### config.mk
export PLATFORM = sky130hd
export DESIGN_NAME = experiment_sequencer
export DESIGN_NICKNAME = d
export VERILOG_FILES = /design/src/rtl/experiment_pkg.sv /design/src/rtl/seq_cmd_fifo.sv /design/src/rtl/experiment_sequencer.sv
export SDC_FILE = /design/constraint.sdc
export NUM_CORES = 1
export LEC_CHECK = 0
export CORE_UTILIZATION = 40
export CTS_CLUSTER_DIAMETER = 150
export DETAILED_ROUTE_END_ITERATION = 10
export PLACE_DENSITY = 0.63
export RECOVER_POWER = 50
export SLEW_MARGIN = 20
export SYNTH_ARGS = -nofsm -noshare
export SYNTH_HDL_FRONTEND = slang
export SYNTH_SLANG_ARGS = --single-unit
### constraint.sdc
create_clock -name clk -period 5.9 [get_ports clk]
set_clock_uncertainty 0.2 [all_clocks]
set_input_delay 1.18 -clock clk [delete_from_list [all_inputs] [get_ports clk]]
set_output_delay 1.18 -clock clk [all_outputs]
set_load 0.02 [all_outputs]
### src/rtl/experiment_pkg.sv
// Shared definitions for the experiment sequencer: opcodes, FSM encoding, command fields, status layout.
// Latency: n/a (types and constants only).
// Backpressure: n/a.
package experiment_pkg;

    // Command word layout
    localparam int CMD_W      = 16;
    localparam int CNT_W      = 14;
    localparam int NUM_DAC    = 3;
    localparam int NUM_ADC    = 2;

    typedef enum logic [1:0] {
        OP_END  = 2'b00,
        OP_PLAY = 2'b01,
        OP_CAPT = 2'b10,
        OP_WAIT = 2'b11
    } opcode_e;

    typedef enum logic [2:0] {
        ST_IDLE  = 3'd0,
        ST_FETCH = 3'd1,
        ST_PLAY  = 3'd2,
        ST_CAPT  = 3'd3,
        ST_WAIT  = 3'd4,
        ST_DONE  = 3'd5
    } state_e;

    // Status word layout, LSB first: busy, done, err, fifo count, retired, beats
    localparam int ST_FCNT_W  = 7;
    localparam int ST_RET_W   = 8;
    localparam int ST_BEAT_W  = 14;

    // A beat happens only when every stream selected by the mask is ready.
    function automatic logic mask_hit(input logic [2:0] rdy, input logic [2:0] mask);
        return (rdy & mask) == mask;
    endfunction

endpackage

### src/rtl/seq_cmd_fifo.sv
// First-word-fall-through command FIFO with occupancy count and synchronous flush.
// Latency: a pushed word is visible at head_dat_o the cycle after the push.
// Backpressure: pushes while full and pops while empty are dropped; flush wins over push/pop.
module seq_cmd_fifo #(
    parameter int CMD_DEPTH = 16,
    parameter int W         = 16
) (
    input  logic                       clk,
    input  logic                       rst,
    input  logic                       flush_i,
    input  logic                       push_i,
    input  logic [W-1:0]               push_dat_i,
    input  logic                       pop_i,
    output logic [W-1:0]               head_dat_o,
    output logic                       empty_o,
    output logic [$clog2(CMD_DEPTH):0] count_o
);

    localparam int AW = $clog2(CMD_DEPTH);
    localparam int CW = AW + 1;

    logic [W-1:0]  mem_q [CMD_DEPTH];
    logic [AW-1:0] wr_ptr_q, rd_ptr_q;
    logic [CW-1:0] count_q;
    logic          full, push_ok, pop_ok;

    assign full    = (count_q == CW'(CMD_DEPTH));
    assign empty_o = (count_q == '0);
    assign push_ok = push_i && !full;
    assign pop_ok  = pop_i && !empty_o;

    // Pointer and occupancy bookkeeping; depth is a power of two so pointers wrap naturally.
    always_ff @(posedge clk) begin
        if (rst || flush_i) begin
            wr_ptr_q <= '0;
            rd_ptr_q <= '0;
            count_q  <= '0;
        end else begin
            if (push_ok) wr_ptr_q <= wr_ptr_q + 1'b1;
            if (pop_ok)  rd_ptr_q <= rd_ptr_q + 1'b1;
            case ({push_ok, pop_ok})
                2'b10:   count_q <= count_q + 1'b1;
                2'b01:   count_q <= count_q - 1'b1;
                default: count_q <= count_q;
            endcase
        end
    end

    // Storage array; contents need no reset because count gates visibility.
    always_ff @(posedge clk) begin
        if (push_ok && !flush_i) mem_q[wr_ptr_q] <= push_dat_i;
    end

    assign head_dat_o = mem_q[rd_ptr_q];
    assign count_o    = count_q;

endmodule

### src/rtl/experiment_sequencer.sv
// Command-driven scheduler gating DAC playback (A/B/C) and ADC capture (MAC/NL) from a buffered command stream.
// Latency: start edge at cycle N -> FETCH at N+1 -> enables high at N+2; one FETCH bubble between commands.
// Backpressure: s_axis_tready registered, low when the FIFO will be full or while abort is held; optional beat counter under EXPERIMENT_SEQ_BEAT_COUNT_EN.
module experiment_sequencer
    import experiment_pkg::*;
#(
    parameter int CMD_DEPTH = 16
) (
    input  logic        clk,
    input  logic        rst,
    input  logic [31:0] gpio_in,
    output logic [31:0] gpio_out_bus,
    input  logic [15:0] s_axis_tdata,
    input  logic        s_axis_tvalid,
    output logic        s_axis_tready,
    input  logic [2:0]  dac_tready,
    output logic [2:0]  dac_en,
    input  logic [1:0]  adc_tvalid,
    output logic [1:0]  adc_en
);

    localparam int FCW = $clog2(CMD_DEPTH) + 1;

    state_e               state_q, state_d;
    logic [CNT_W-1:0]     cnt_q, cnt_d;
    logic [NUM_DAC-1:0]   dmask_q, dmask_d;
    logic [NUM_ADC-1:0]   amask_q, amask_d;
    logic                 done_q, done_d;
    logic                 err_q, err_d;
    logic [ST_RET_W-1:0]  retired_q, retired_d;
    logic [NUM_DAC-1:0]   dac_en_q, dac_en_d;
    logic [NUM_ADC-1:0]   adc_en_q, adc_en_d;
    logic                 busy_q, busy_d;
    logic                 tready_q, tready_d;
    logic                 start_q;

    logic                 abort, start_edge, start_ok;
    logic                 push, pop;
    logic                 play_hit, capt_hit;
    logic [CMD_W-1:0]     fifo_head;
    logic                 fifo_empty;
    logic [FCW-1:0]       fifo_cnt, fcnt_nxt;
    logic [ST_BEAT_W-1:0] beat_field;
    logic                 unused_gpio;

    assign abort       = gpio_in[1];
    assign start_edge  = gpio_in[0] && !start_q;
    assign start_ok    = start_edge && (state_q == ST_IDLE || state_q == ST_DONE);
    assign push        = s_axis_tvalid && tready_q;
    assign play_hit    = mask_hit(dac_tready, dmask_q);
    assign capt_hit    = mask_hit({1'b0, adc_tvalid}, {1'b0, amask_q});
    assign unused_gpio = ^gpio_in[31:2];

    seq_cmd_fifo #(
        .CMD_DEPTH (CMD_DEPTH),
        .W         (CMD_W)
    ) u_fifo (
        .clk        (clk),
        .rst        (rst),
        .flush_i    (abort),
        .push_i     (push),
        .push_dat_i (s_axis_tdata),
        .pop_i      (pop),
        .head_dat_o (fifo_head),
        .empty_o    (fifo_empty),
        .count_o    (fifo_cnt)
    );

    // Next FSM state, counters and flags; abort overrides every other transition.
    always_comb begin
        state_d   = state_q;
        cnt_d     = cnt_q;
        dmask_d   = dmask_q;
        amask_d   = amask_q;
        done_d    = done_q;
        err_d     = err_q;
        retired_d = retired_q;
        pop       = 1'b0;
        if (abort) begin
            state_d = ST_IDLE;
            cnt_d   = '0;
        end else begin
            case (state_q)
                ST_IDLE, ST_DONE: begin
                    if (start_ok) begin
                        state_d = ST_FETCH;
                        done_d  = 1'b0;
                        err_d   = 1'b0;
                    end
                end
                ST_FETCH: begin
                    if (!fifo_empty) begin
                        pop = 1'b1;
                        case (opcode_e'(fifo_head[15:14]))
                            OP_END: begin
                                state_d   = ST_DONE;
                                done_d    = 1'b1;
                                retired_d = retired_q + 8'd1;
                            end
                            OP_PLAY: begin
                                state_d = ST_PLAY;
                                dmask_d = fifo_head[13:11];
                                cnt_d   = {3'b000, fifo_head[10:0]};
                                // Empty mask is a malformed command: flag it and run as a NOP.
                                if (fifo_head[13:11] == '0) begin
                                    err_d = 1'b1;
                                    cnt_d = '0;
                                end
                            end
                            OP_CAPT: begin
                                state_d = ST_CAPT;
                                amask_d = fifo_head[13:12];
                                cnt_d   = {2'b00, fifo_head[11:0]};
                                if (fifo_head[13:12] == '0) begin
                                    err_d = 1'b1;
                                    cnt_d = '0;
                                end
                            end
                            default: begin
                                state_d = ST_WAIT;
                                cnt_d   = fifo_head[13:0];
                            end
                        endcase
                    end
                end
                ST_PLAY, ST_CAPT, ST_WAIT: begin
                    if (cnt_q == '0) begin
                        state_d   = ST_FETCH;
                        retired_d = retired_q + 8'd1;
                    end else if ((state_q == ST_WAIT) ||
                                 (state_q == ST_PLAY && play_hit) ||
                                 (state_q == ST_CAPT && capt_hit)) begin
                        cnt_d = cnt_q - 14'd1;
                        if (cnt_q == 14'd1) begin
                            state_d   = ST_FETCH;
                            retired_d = retired_q + 8'd1;
                        end
                    end
                end
                default: state_d = ST_IDLE;
            endcase
        end
    end

    // Registered outputs derived from next state so they align with the state they describe.
    always_comb begin
        dac_en_d = '0;
        adc_en_d = '0;
        if (state_d == ST_PLAY && cnt_d != '0) dac_en_d = dmask_d;
        if (state_d == ST_CAPT && cnt_d != '0) adc_en_d = amask_d;
        busy_d   = !(state_d == ST_IDLE || state_d == ST_DONE);
        fcnt_nxt = fifo_cnt + FCW'(push) - FCW'(pop);
        tready_d = !abort && (fcnt_nxt != FCW'(CMD_DEPTH));
    end

    // State and output registers.
    always_ff @(posedge clk) begin
        if (rst) begin
            state_q   <= ST_IDLE;
            cnt_q     <= '0;
            dmask_q   <= '0;
            amask_q   <= '0;
            done_q    <= 1'b0;
            err_q     <= 1'b0;
            retired_q <= '0;
            dac_en_q  <= '0;
            adc_en_q  <= '0;
            busy_q    <= 1'b0;
            tready_q  <= 1'b0;
            start_q   <= 1'b0;
        end else begin
            state_q   <= state_d;
            cnt_q     <= cnt_d;
            dmask_q   <= dmask_d;
            amask_q   <= amask_d;
            done_q    <= done_d;
            err_q     <= err_d;
            retired_q <= retired_d;
            dac_en_q  <= dac_en_d;
            adc_en_q  <= adc_en_d;
            busy_q    <= busy_d;
            tready_q  <= tready_d;
            start_q   <= gpio_in[0];
        end
    end

`ifdef EXPERIMENT_SEQ_BEAT_COUNT_EN
    logic [ST_BEAT_W-1:0] beats_q, beats_d;
    logic                 beat;

    assign beat = !abort && (cnt_q != '0) &&
                  ((state_q == ST_PLAY && play_hit) || (state_q == ST_CAPT && capt_hit));

    // Saturating count of PLAY/CAPT beats since the last accepted start.
    always_comb begin
        beats_d = beats_q;
        if (abort || start_ok)          beats_d = '0;
        else if (beat && beats_q != '1) beats_d = beats_q + 14'd1;
    end

    // Beat counter register.
    always_ff @(posedge clk) begin
        if (rst) beats_q <= '0;
        else     beats_q <= beats_d;
    end

    assign beat_field = beats_q;
`else
    assign beat_field = '0;
`endif

    assign gpio_out_bus  = {beat_field, retired_q, ST_FCNT_W'(fifo_cnt), err_q, done_q, busy_q};
    assign s_axis_tready = tready_q;
    assign dac_en        = dac_en_q;
    assign adc_en        = adc_en_q;

endmodule

==> impl_metrics.ini, run 1 <==
[job]
drv_cap = 1

[grt]
grt.overflow.total = 0
antenna_found_initial = 3
grt.total_usage_pct = 17.35
grt_pass1_wl_mm = 44.41
grt_pass1_vias = 7303
grt_max_degree = 30

[place]
io_buffers = 47
gp_congestion = 0.8981
hpwlAfterDp_mm = 17.42

[drt]
wl_per_cell_um = 20.86
wirelength_mm = 28.96
viasPerCell = 5.437
ant_nets = 0
drc_errors = 0
dr.pass1.iters = 5
via_count = 7547
dr.first_iter.drc_count = 723

[pwr]
peakVddDrop_mv = 0.2613
p_per_area_nw_per_um2 = 289.6
power_leakage_nw = 5.062
total_power_mw = 4.475

[yosys]
synth.area.top_cells = edfxtp_1, mux4_2, dfxtp_1, nor2_1, ha_1
yosys-top-cells-count = edfxtp_1, nor2_1, mux4_2
synth_warnings = 0
ys_seq_area_share_pct = 65.64
ys.flop_type = edfxtp_1
synth_top_area_cell = edfxtp_1
avgSynthCellArea_um2 = 15.64
async_flop_share_pct = 0
netlist_area_um2 = 13450
synth.distinct_cells = 71
synth_edf_count = 256
yosys.area.top_type_share_pct = 57.16
syn_inst = 860
synth.most_common_cell = edfxtp_1
yosys_register_bits = 313

[worst_setup_path]
path_max_fanout = 20
worstPathArrival_ps = 4820
worstPathRequired_ps = 6180
worst-setup-path-type = reg2reg
r2r_setup_slack_ps = 1360
crit_path_start_kind = flop
critPathCaptureType = flop

[clock_network]
ctsHoldBuffers = 0
cts-root-buf = clkbuf_16
post-cts-setup-buffer-count = 0
cts-resized-gates = 0
htreeDepth = 1
cts_sinks = 313
numCtsBuffers = 31
clockBufferDepth = 3
clk_pin_slew_ps = 60
tritoncts = yes
clkLatencyLatePin_ps = 570

[timing]
report.final.hold_viol_count = 0
final-setup-viol-count = 0
worstMarginPinSlew_ps = 1688
rsz0062_at_grt = false
tns_ps = 0
relSlewSlack_pct = -12.56
period_share_pct = 76.94
fmax_ghz = 0.2203
slew_viol_final = 27
layout_min_cycle_time_ps = 4539

[cells_and_area]
nets = 1001
drive_above_1_share_pct = 18.20
fill_cells = 2840
syn2layout_area_growth_pct = 14.91

[floorplanning]
io_pins = 94
dieArea_um2 = 34360
row_count = 66
initial_core_util_pct = 41.02
die_h_um = 185.4
die_x_um = 185.4
core_um2 = 32780

[run_status]
status = finished with violations
violations = max-capacitance violations, max-slew violations

[worst_hold_path]
hold_class = reg2reg
-- stage by stage --
stage	cells	setup slack [ps]	utilization, %	hold slack, ps	cell area, µm²
2_1_floorplan	875	1389	-	255.0	13510
3_3_place_gp	1329	1418	44.04	278.8	14440
3_5_place_dp	1329	1405	44.04	301.5	14440
4_1_cts	1387	1368	47.14	318.7	15450
5_1_grt	1387	1115	47.13	349.2	15450
6_report	1388	1361	47.14	306.6	15450
-- registers in the layout, summed over array words and instances, names as in the netlist, 2 cells and up, named ones only --
register,flops
dac_en,3
u_fifo.mem_q,256
state_q,3
amask_q,2
u_fifo.rd_ptr_q,4
cnt_q,14
u_fifo.count_o,5
retired_q,8
dmask_q,3
u_fifo.wr_ptr_q,4
adc_en,2
-- cell usage in the layout (no fill, tap or decap), types with 8 or more instances in the layout --
master / n
clkdlybuf4s50_1: 10
mux2i_1: 22
conb_1: 16
nor2_2: 12
nand4_1: 12
xor2_1: 17
clkbuf_1: 8
nor3_1: 10
xnor2_1: 12
nor2_1: 73
nand2b_1: 10
o211ai_1: 8
ha_1: 23
nand3_1: 11
dfxtp_1: 54
edfxtp_1: 256
clkbuf_16: 31
nand2_1: 28
buf_4: 26
a21oi_1: 26
o21ai_0: 10
nor2b_1: 15
dlygate4sd3_1: 37
mux4_2: 68
inv_1: 25
-- final timing paths --
| kind | depth (start not counted) | end | start |
|---|---|---|---|
| worst max-delay path | 13 | adc_en[1] | flop |
| worst min-delay path | 2 | done_q | done_q |
| worst max register to register | 13 | adc_en[1] | flop |
| worst min register to register | 2 | done_q | done_q |
-- worst max-delay path, cell delays in order, from the launching register on --
cell and delay [ps]:
dfxtp_4 630, mux4_2 570, mux4_2 590, ha_1 390
nor2b_1 350, nor2_1 100, nor2_1 290, nor2_1 160
o211ai_1 160, o31a_1 160, o22ai_1 100, a41oi_1 360
nor4b_4 120, nor4_1 250
-- power breakdown --
group	switching (mW)	internal, mW
clock network	0.819	1.14
logic	0.0787	0.0382
registers	0.00441	2.39
-- routing by layer --
layer | routed length [µm] | global-route usage, % | part of all wire, %
met3 | 1625 | 2.615 | 5.6
met1 | 13310 | 25.05 | 46
met2 | 13260 | 27.28 | 46
met5 | 25 | 0 | 0.086
met4 | 738 | 4.694 | 2.5
-- layout make-up --
type                    count  area (µm²)  area share (%)
diodes                      1       2.502         0.01619
clock buffers              39       805.8           5.214
clock inverters            19       211.5           1.368
inverters                  25       93.84          0.6072
multi-input cells         476        4288           27.74
flip-flops and latches    313        8835           57.16
well taps                 442       553.0           3.578
repair buffers             73       665.6           4.307
-- cells by family after synthesis --
family / after synthesis / share of synthesized area [%]
buf+inv: 86 / 3.247
other cells: 1 / 0.02788
xor+xnor: 29 / 1.889
mux: 92 / 13.19
fa+ha+maj: 25 / 2.437
simple gates: 209 / 8.019
compound gates: 105 / 5.545
flops: 313 / 65.64
Power figures use the tool's default switching activity.
==> inputs of run 2 (changes only) <==
- clock period: 5.9 -> 4.25 ns (I/O delays scaled with it)
==> impl_metrics.ini, run 2 (synthesized netlist as in run 1, its figures left out) <==
[run_status]
status = finished with violations
violations = max-capacitance violations, max-slew violations

[clock_network]
post-cts-setup-buffer-count = 0
clockBufferDepth = 3
cts_sinks = 313
clk_pin_slew_ps = 70
tritoncts = yes
clkLatencyLatePin_ps = 520
cts-root-buf = clkbuf_16
htreeDepth = 2
numCtsBuffers = 34

[worst_setup_path]
worstPathArrival_ps = 4230
r2r_setup_slack_ps = 190
worstPathRequired_ps = 4420
worst-setup-path-type = reg2reg
path_max_fanout = 9
critPathTopFamily = multiplexers
worst_path_most_repeated_cell = mux4_2
worst-r2r-cell-count = 10
crit_buf_inv = 0
cp_cell_sequence = mux4_2, mux4_2, ha_1, nor4_4, o32ai_4, o211a_1, o22ai_1, a41oi_2, nor4b_4, nor4_1
critical-path-max-stage-delay_ps = 560
critPathCaptureType = flop
crit_path_start_kind = flop
timing.rr.end = adc_en[1]
crit_slowest_cell = mux4_2

[pwr]
total_power_mw = 6.281
p_per_area_nw_per_um2 = 401.8
power_leakage_nw = 5.154
peakVddDrop_mv = 0.2436

[floorplanning]
io_pins = 94
die_x_um = 185.4
die_h_um = 185.4
core_um2 = 32780
initial_core_util_pct = 41.02
row_count = 66
dieArea_um2 = 34360

[place]
gp_congestion = 0.9184
hpwlAfterDp_mm = 17.69
place_ws_ps = 169.9
io_buffers = 47

[timing]
final-setup-viol-count = 0
period_share_pct = 95.46
relSlewSlack_pct = -14.04
setup_slack_ps = 193.1
slew_viol_final = 27
fmax_ghz = 0.2465
layout_min_cycle_time_ps = 4057
worstMarginPinSlew_ps = 1711
report.final.hold_viol_count = 0

[cells_and_area]
top_register = u_fifo.mem_q
drive_above_1_share_pct = 19.17
syn2layout_area_growth_pct = 16.25
reg.largest.list = u_fifo.mem_q x256, cnt_q x14, retired_q x8
largest_register_ffs = 256
nets = 1019
fill_cells = 2841
layout_common_cells = edfxtp_1, nor2_1, mux4_2
fin_util_pct = 47.69
final_common_cell = edfxtp_1

[grt]
grt.overflow.total = 0
grt_max_degree = 54
grt.total_usage_pct = 17.64
grt_pass1_vias = 7536
antenna_found_initial = 2
grt_pass1_wl_mm = 44.84

[worst_hold_path]
min_from = err_q
hold_end = err_q
hold_class = reg2reg
hold_depth = 2

[drt]
via_count = 7622
viasPerCell = 5.425
ant_nets = 0
wl_per_cell_um = 20.88
dr.first_iter.drc_count = 556
dr.pass1.iters = 6
wirelength_mm = 29.34
drc_errors = 0

[job]
drv_cap = 1
==> run 2: cell count changes in the layout (fill, tap and decap cells not counted), moves of 2 or more <==
cell / previous run / this run
diode_2: 1 / 3
clkinvlp_4: 2 / 0
bufinv_16: 4 / 2
buf_4: 26 / 36
clkbuf_16: 31 / 34
buf_12: 0 / 3
clkbuf_1: 8 / 10
==> run 2: area by class of cell <==
| class | count | area, µm² | area share [%] |
|---|---|---|---|
| Antenna cell | 3 | 7.507 | 0.04802 |
| Clock buffer | 42 | 880.8 | 5.634 |
| Clock inverter | 16 | 155.1 | 0.9923 |
| Inverter | 25 | 93.84 | 0.6002 |
| Multi-Input combinational cell | 476 | 4302 | 27.51 |
| Sequential cell | 313 | 8835 | 56.51 |
| Tap cell | 442 | 553.0 | 3.537 |
| Timing Repair Buffer | 88 | 808.3 | 5.170 |
==> run 2: worst max-delay path by stage <==
stage / from / end / depth (start not counted)
2_1_floorplan: flop / adc_en[1] / 15
3_3_place_gp: flop / adc_en[1] / 11
3_5_place_dp: flop / adc_en[1] / 11
4_1_cts: flop / adc_en[1] / 11
5_1_grt: flop / dac_en[2] / 14
6_report: flop / adc_en[1] / 10
==> run 2: metal layers <==
layer  global-route usage (%)  vias to the layer above  share of wire, %
li1                         -                     3473                 -
met1                    23.88                     3834                43
met2                    29.21                      255                48
met3                    2.871                       60               6.0
met4                    5.157                        0               2.5
met5                        0                        -                 0
==> run 2: repair_timing <==
item                                    in CTS  in global routing
endpoints found under the setup margin       0                  2
hold buffers                                 0                  0
resized for setup                            0                  3
==> run 2: tightest hold or removal path: cells and delay by family (launching register included) <==
family	cells	cell delay (ps)
simple gates	1	70
flops	1	330
compound gates	1	60
==> run 2: report_power, final <==
group          switching [mW]  internal, mW
combinational           0.112        0.0558
sequential            0.00587          3.32
clock                    1.18          1.61
==> run 2: stage by stage <==
step | std cells | area, µm² | TNS (ps) | hold WS (ps)
after global routing | 1402 | 15630 | -22.59 | 350.6
final | 1405 | 15640 | 0 | 300.8
after global placement | 1344 | 14590 | 0 | 282.4
after CTS | 1402 | 15620 | 0 | 308.8
after floorplan | 875 | 13520 | 0 | 255.0
after detailed placement | 1344 | 14590 | 0 | 291.8
